===== config.mk =====
export PLATFORM = sky130hd
export DESIGN_NAME = hsv_adjust_pipe
export DESIGN_NICKNAME = d
export VERILOG_FILES = /design/src/rtl/hsv_adjust_pipe.sv
export SDC_FILE = /design/constraint.sdc
export NUM_CORES = 2
export LEC_CHECK = 0
export CAP_MARGIN = 25
export CORE_ASPECT_RATIO = 1.2
export CORE_MARGIN = 2
export CORE_UTILIZATION = 40
export CTS_CLUSTER_DIAMETER = 120
export DETAILED_ROUTE_END_ITERATION = 12
export GPL_TIMING_DRIVEN = 0
export PLACE_DENSITY = 0.55
export SLEW_MARGIN = 5
export SYNTH_ARGS = -nofsm -noshare
export SYNTH_HDL_FRONTEND = slang
export SYNTH_SLANG_ARGS = --single-unit

===== constraint.sdc =====
create_clock -name CLK -period 9.3 [get_ports CLK]
set_input_delay 1.395 -clock CLK [delete_from_list [all_inputs] [get_ports CLK]]
set_output_delay 1.395 -clock CLK [all_outputs]
set_load 0.005 [all_outputs]

===== src/rtl/hsv_adjust_pipe.sv =====
// HSV correction stage: hue rotation with wrap, S/V relative gains with clamp,
// valid/ready streaming, frame-synchronous shadowed control and bypass.
module hsv_adjust_pipe #(
  parameter int          HW      = 25,
  parameter int          SW      = 18,
  parameter int          FRAC    = 16,
  parameter int unsigned HUE_MAX = 360 << FRAC
) (
  input  logic                 CLK,
  input  logic                 RST_N,
  input  logic                 IN_VALID,
  output logic                 IN_READY,
  input  logic                 IN_SOF,
  input  logic [HW-1:0]        H,
  input  logic [SW-1:0]        S,
  input  logic [SW-1:0]        V,
  input  logic                 CNTL_WR,
  input  logic signed [HW:0]   CNTL_HUE,
  input  logic signed [SW-1:0] CNTL_SAT,
  input  logic signed [SW-1:0] CNTL_VAL,
  input  logic                 CNTL_BYP,
  output logic                 OUT_VALID,
  input  logic                 OUT_READY,
  output logic                 OUT_SOF,
  output logic [HW-1:0]        HO,
  output logic [SW-1:0]        SO,
  output logic [SW-1:0]        VO
);

  localparam logic [HW:0]          HMAX    = HUE_MAX[HW:0];
  localparam int unsigned          HLAST_I = HUE_MAX - 1;
  localparam logic [HW-1:0]        HLAST   = HLAST_I[HW-1:0];
  localparam logic signed [SW+1:0] ONE_X   = (SW+2)'(1 << FRAC);

  typedef struct packed {
    logic [HW-1:0] hue;
    logic [SW-1:0] sat;
    logic [SW-1:0] val;
    logic          byp;
  } cntl_t;

  function automatic logic [SW-1:0] clamp_unit(input logic signed [SW+1:0] x);
    if (x < 0)
      return '0;
    else if (x >= ONE_X)
      return ONE_X[SW-1:0];
    else
      return x[SW-1:0];
  endfunction

  logic  stall, accept, take, pend_flag;
  logic  [HW:0] hue_norm;
  cntl_t wr_set, pend, act, use_set;

  assign stall    = OUT_VALID & ~OUT_READY;
  assign IN_READY = ~stall;
  assign accept   = IN_VALID & ~stall;
  assign take     = accept & IN_SOF & (pend_flag | CNTL_WR);

  // A write coinciding with the SOF beat goes straight through to that beat.
  always_comb begin
    hue_norm = CNTL_HUE;
    if (CNTL_HUE[HW])
      hue_norm = CNTL_HUE + HMAX;
    wr_set = '{hue: hue_norm[HW-1:0], sat: CNTL_SAT, val: CNTL_VAL, byp: CNTL_BYP};
    use_set = act;
    if (take)
      use_set = CNTL_WR ? wr_set : pend;
  end

  always_ff @(posedge CLK or negedge RST_N) begin
    if (!RST_N) begin
      pend      <= '0;
      act       <= '0;
      pend_flag <= 1'b0;
    end else begin
      if (CNTL_WR)
        pend <= wr_set;
      if (take) begin
        act       <= use_set;
        pend_flag <= 1'b0;
      end else if (CNTL_WR) begin
        pend_flag <= 1'b1;
      end
    end
  end

  // Stage 1 combinational: hue clamp/add, S/V products.
  logic [HW-1:0]        h_cl;
  logic [HW:0]          hsum_d;
  logic signed [2*SW:0] s_ext, v_ext, gs_ext, gv_ext, ps_d, pv_d;

  always_comb begin
    h_cl   = ({1'b0, H} >= HMAX) ? HLAST : H;
    hsum_d = use_set.byp ? {1'b0, H} : ({1'b0, h_cl} + {1'b0, use_set.hue});
    s_ext  = {{SW{1'b0}}, S};
    v_ext  = {{SW{1'b0}}, V};
    gs_ext = {{(SW+1){use_set.sat[SW-1]}}, use_set.sat};
    gv_ext = {{(SW+1){use_set.val[SW-1]}}, use_set.val};
    ps_d   = s_ext * gs_ext;
    pv_d   = v_ext * gv_ext;
  end

  logic                 s1_vld, s1_sof, s1_byp;
  logic [HW:0]          s1_hsum;
  logic [SW-1:0]        s1_s, s1_v;
  logic signed [SW+1:0] s1_ps, s1_pv;

  logic                 s2_vld, s2_sof, s2_byp;
  logic [HW-1:0]        s2_hue;
  logic signed [SW+1:0] s2_s, s2_v;

  logic [HW:0]          hue2;
  logic signed [SW+1:0] sres, vres;

  // Stage 2 combinational: hue reduction and gain application.
  always_comb begin
    hue2 = s1_hsum;
    if (!s1_byp && (s1_hsum >= HMAX))
      hue2 = s1_hsum - HMAX;
    sres = {2'b00, s1_s};
    vres = {2'b00, s1_v};
    if (!s1_byp) begin
      sres = $signed({2'b00, s1_s}) + s1_ps;
      vres = $signed({2'b00, s1_v}) + s1_pv;
    end
  end

  logic unused_bits;
  assign unused_bits = ^{hue_norm[HW], hue2[HW],
                         ps_d[2*SW:FRAC+SW+2], ps_d[FRAC-1:0],
                         pv_d[2*SW:FRAC+SW+2], pv_d[FRAC-1:0]};

  // The floor shift by FRAC is folded into the stage-1 bit selection of the product.
  always_ff @(posedge CLK or negedge RST_N) begin
    if (!RST_N) begin
      s1_vld    <= 1'b0;
      s1_sof    <= 1'b0;
      s1_byp    <= 1'b0;
      s1_hsum   <= '0;
      s1_s      <= '0;
      s1_v      <= '0;
      s1_ps     <= '0;
      s1_pv     <= '0;
      s2_vld    <= 1'b0;
      s2_sof    <= 1'b0;
      s2_byp    <= 1'b0;
      s2_hue    <= '0;
      s2_s      <= '0;
      s2_v      <= '0;
      OUT_VALID <= 1'b0;
      OUT_SOF   <= 1'b0;
      HO        <= '0;
      SO        <= '0;
      VO        <= '0;
    end else if (!stall) begin
      s1_vld    <= accept;
      s1_sof    <= accept & IN_SOF;
      s1_byp    <= use_set.byp;
      s1_hsum   <= hsum_d;
      s1_s      <= S;
      s1_v      <= V;
      s1_ps     <= ps_d[FRAC+SW+1:FRAC];
      s1_pv     <= pv_d[FRAC+SW+1:FRAC];
      s2_vld    <= s1_vld;
      s2_sof    <= s1_sof;
      s2_byp    <= s1_byp;
      s2_hue    <= hue2[HW-1:0];
      s2_s      <= sres;
      s2_v      <= vres;
      OUT_VALID <= s2_vld;
      OUT_SOF   <= s2_sof;
      HO        <= s2_hue;
      SO        <= s2_byp ? s2_s[SW-1:0] : clamp_unit(s2_s);
      VO        <= s2_byp ? s2_v[SW-1:0] : clamp_unit(s2_v);
    end
  end

endmodule


==> metrics.md <==
| Metric | Value |
|---|---|
| Run status | complete, no violations |
| I/O pin count | just under 200 |
| H-tree Lvls | 2 |
| Ratio of cells with drive above 1 in the final layout | 0.05397 |
| Hold_buf cts | 0 |
| Post-layout worst setup margin | 0.3469 ns |
| CTS tree | done |
| Synth top area cells | fa_1 27%, dfrtp_1 24%, ha_1 10% |
| First-pass GRT wire length | 179.3 mm |
| RSZ-0062 raised after global routing | no |
| Tightest Pin Transition | ~1.0 ns |
| Cell mode on critical path | fa_1 |
| Commonest non-fill, non-tap cells in the layout | 818 x nand2_1, 627 x inv_1, 513 x fa_1, 361 x dfrtp_1, 314 x and2_1 |
| Vias | between 20k and 30k |
| Critical Path RT | roughly 10 ns |
| Layout Nets | 5273 |
| Utilization after layout | 0.4582 |
| Die H | between 300 and 400 um |
| Reg clk slew, reported paths | roughly 0.060 ns |
| Gr ovfl total | 0 |
| Number of CTS-inserted buffers | between 40 and 50 |
| Worst setup EP type | register |
| Final ANT Viol Nets | 0 |
| Wire per inst | 20.90 um |
| Gpl congestion | 0.8873 |
| Syn Area/Cell | between 9 and 10 um2 |
| Fillers | between 9k and 10k |
| Mapped cell area | ~38000 um2 |
| Setup CP Type | input pin to register |
| Fin. max-slew vios | 0 |
| #FFs+latches synth | approximately 360 |
| Largest net degree at the start of global routing | 100 |
| Crit-path max cell delay | approximately 0.55 ns |
| Crit path max fanout | 10 |
| Root buffer cell | clkbuf_16 |
| Clock Skew | ~0.017 ns |
| Die Footprint | ~96000 um2 |
| PortBufs | 178 |
| FMAX | around 110 MHz |
| Fin crit period | between 8 and 9 ns |
| Starting Density | 0.4015 |
| Non-Filler Instances | 5606 |
| Final period util | 0.9627 |
| DR iter-0 viols | approximately 1.7k |
| Die X | ~280 um |
| Row count | roughly 120 |
| Number of global-route vias before repair | 29.94k |
| Syn Nets | about 5.0k |
| Netlist cell types | between 60 and 70 |
| Commonest non-fill, non-tap cell in the layout | nand2_1 |
| CTS Sinks | between 300 and 400 |
| Worst hold path type | register to register |
| Hold slack | between 0.4 and 0.5 ns |
| DRT Pass-1 Iters | 6 |
| Placed Cells incl. Taps | between 5k and 6k |
| CP arrival | about 9.4 ns |
| Setup Viol. Count Final | 0 |
| Tot GR Track Use | 0.2453 |
| Register Area | approximately 9000 um2 |
| Ys async rst share | 1.000 |
| Prevailing post-synth register cell | dfrtp_1 |
| Drt drc | 0 |
| WHS Path Cells | 2 |
| Final Hold Vio Count | 0 |
| Initial antenna violation count | 1 |
| Yosys warns | 0 |
| Placeable Area | 93420 um2 |
| Worst Setup Start Kind | input pin |
| Cell accounting for the most synthesized area | fa_1 |
| P&R area growth vs syn | 14.13% |
| Clock latency on the worst-skew pair | 0.61 ns |
| DP HPWL | roughly 93 mm |
| Max cap viols | 0 |
| Worst path slowest cell | fa_1 |
| Slew HR | 0.3092 |
| Top-area cell type share of the netlist area | 0.2738 |
| R2r worst-path depth | 28 |
| Vias per std cell | around 5.1 |
| Pre-CTS setup slack | -3.440 ns |
| Mapped Cells | ~4.1k |
| WL final | 117.2 mm |
| Clk buf depth | 3 |
| Number of flops mapped to enable cells by yosys | 0 |
| Multi-input gate area | around 26000 um2 |
| Seq/Total Area, Yosys | 0.2409 |
==> what timing repair did <==
| action | 4_1_cts | 5_1_grt |
|---|---|---|
| endpoints found under the setup margin | 40 | 22 |
| setup buffers | 6 | 1 |
| gates resized for setup | 66 | 39 |
| gates cloned | 0 | 0 |
| pin swaps | 2 | 3 |
==> flip-flops by register name, summed over array words and instances, names as in the netlist, 25 cells and up <==
name,count
s1_hsum,26
act,62
s2_hue,25
HO,25
pend,62
==> per-layer routing <==
metal | wire [um] | track usage | vias up | share of wire
li1 | - | - | 13200 | -
met1 | 49460 | 0.3198 | 14620 | 0.42
met2 | 58200 | 0.4281 | 700 | 0.50
met3 | 5075 | 0.02258 | 188 | 0.043
met4 | 4420 | 0.08388 | 0 | 0.038
met5 | 0 | 0 | - | 0
==> worst max-delay path: cells and delay by family <==
family | cells | cell delay (ns)
AND/OR/NAND/NOR | 7 | 1.09
adder cells (fa/ha/maj) | 7 | 3.37
AO/OA/AOI/OAI | 7 | 1.89
buffers and inverters | 8 | 1.64
==> final cells by class <==
class | instances | share of cell area
Multi-Input combinational cell | 2918 | 0.5981
Sequential cell | 361 | 0.2110
Inverter | 628 | 0.05507
Timing Repair Buffer | 190 | 0.04531
Tap cell | 1250 | 0.03654
Clock buffer | 62 | 0.03008
Buffer | 179 | 0.01789
Clock inverter | 16 | 0.005846
Antenna cell | 2 | 0.0001169
==> cells by family (layout without fill, tap and decap cells) <==
family	after synthesis	in the layout	share of synthesized area
adders and majority gates	822	822	0.3769
and+or+nand+nor	1483	1483	0.1809
buffers and inverters	808	1075	0.08110
DFF	361	361	0.2409
xor gates and xnor gates	92	92	0.02148
muxes	75	75	0.02205
AOI/OAI and AO/OA	446	446	0.07666
other	0	2	0
==> cell usage after synthesis, types with 41 or more instances <==
master    instances
a21o_1           41
a21oi_1         157
and2_1          314
clkbuf_1        144
dfrtp_1         361
fa_1            513
ha_1            309
inv_1           627
mux2_2           61
nand2_1         832
nor2_1          154
o21ai_0          71
xnor2_1          56
==> final timing paths <==
kind,startpoint,to,slack [ns]
max in group asynchronous,RST_N,VO[11],7.16
setup reg to reg,OUT_VALID,s1_ps[14],1.17
setup / recovery,OUT_READY,s1_ps[14],0.35
hold / removal,HO[13],HO[13],0.46
min in group asynchronous,RST_N,pend[60],0.82
hold reg to reg,HO[13],HO[13],0.46
==> metrics by stage <==
step	cell area, um2	setup TNS (ns)
6_report	42800	0
5_1_grt	42800	0
4_1_cts	42720	0
3_5_place_dp	40960	-113.48
3_3_place_gp	40850	-3752.35
2_1_floorplan	37510	0
Power is left out: the tool's default activity adds up to more than one toggle a clock period on the data nets, which glitch-free logic cannot reach.
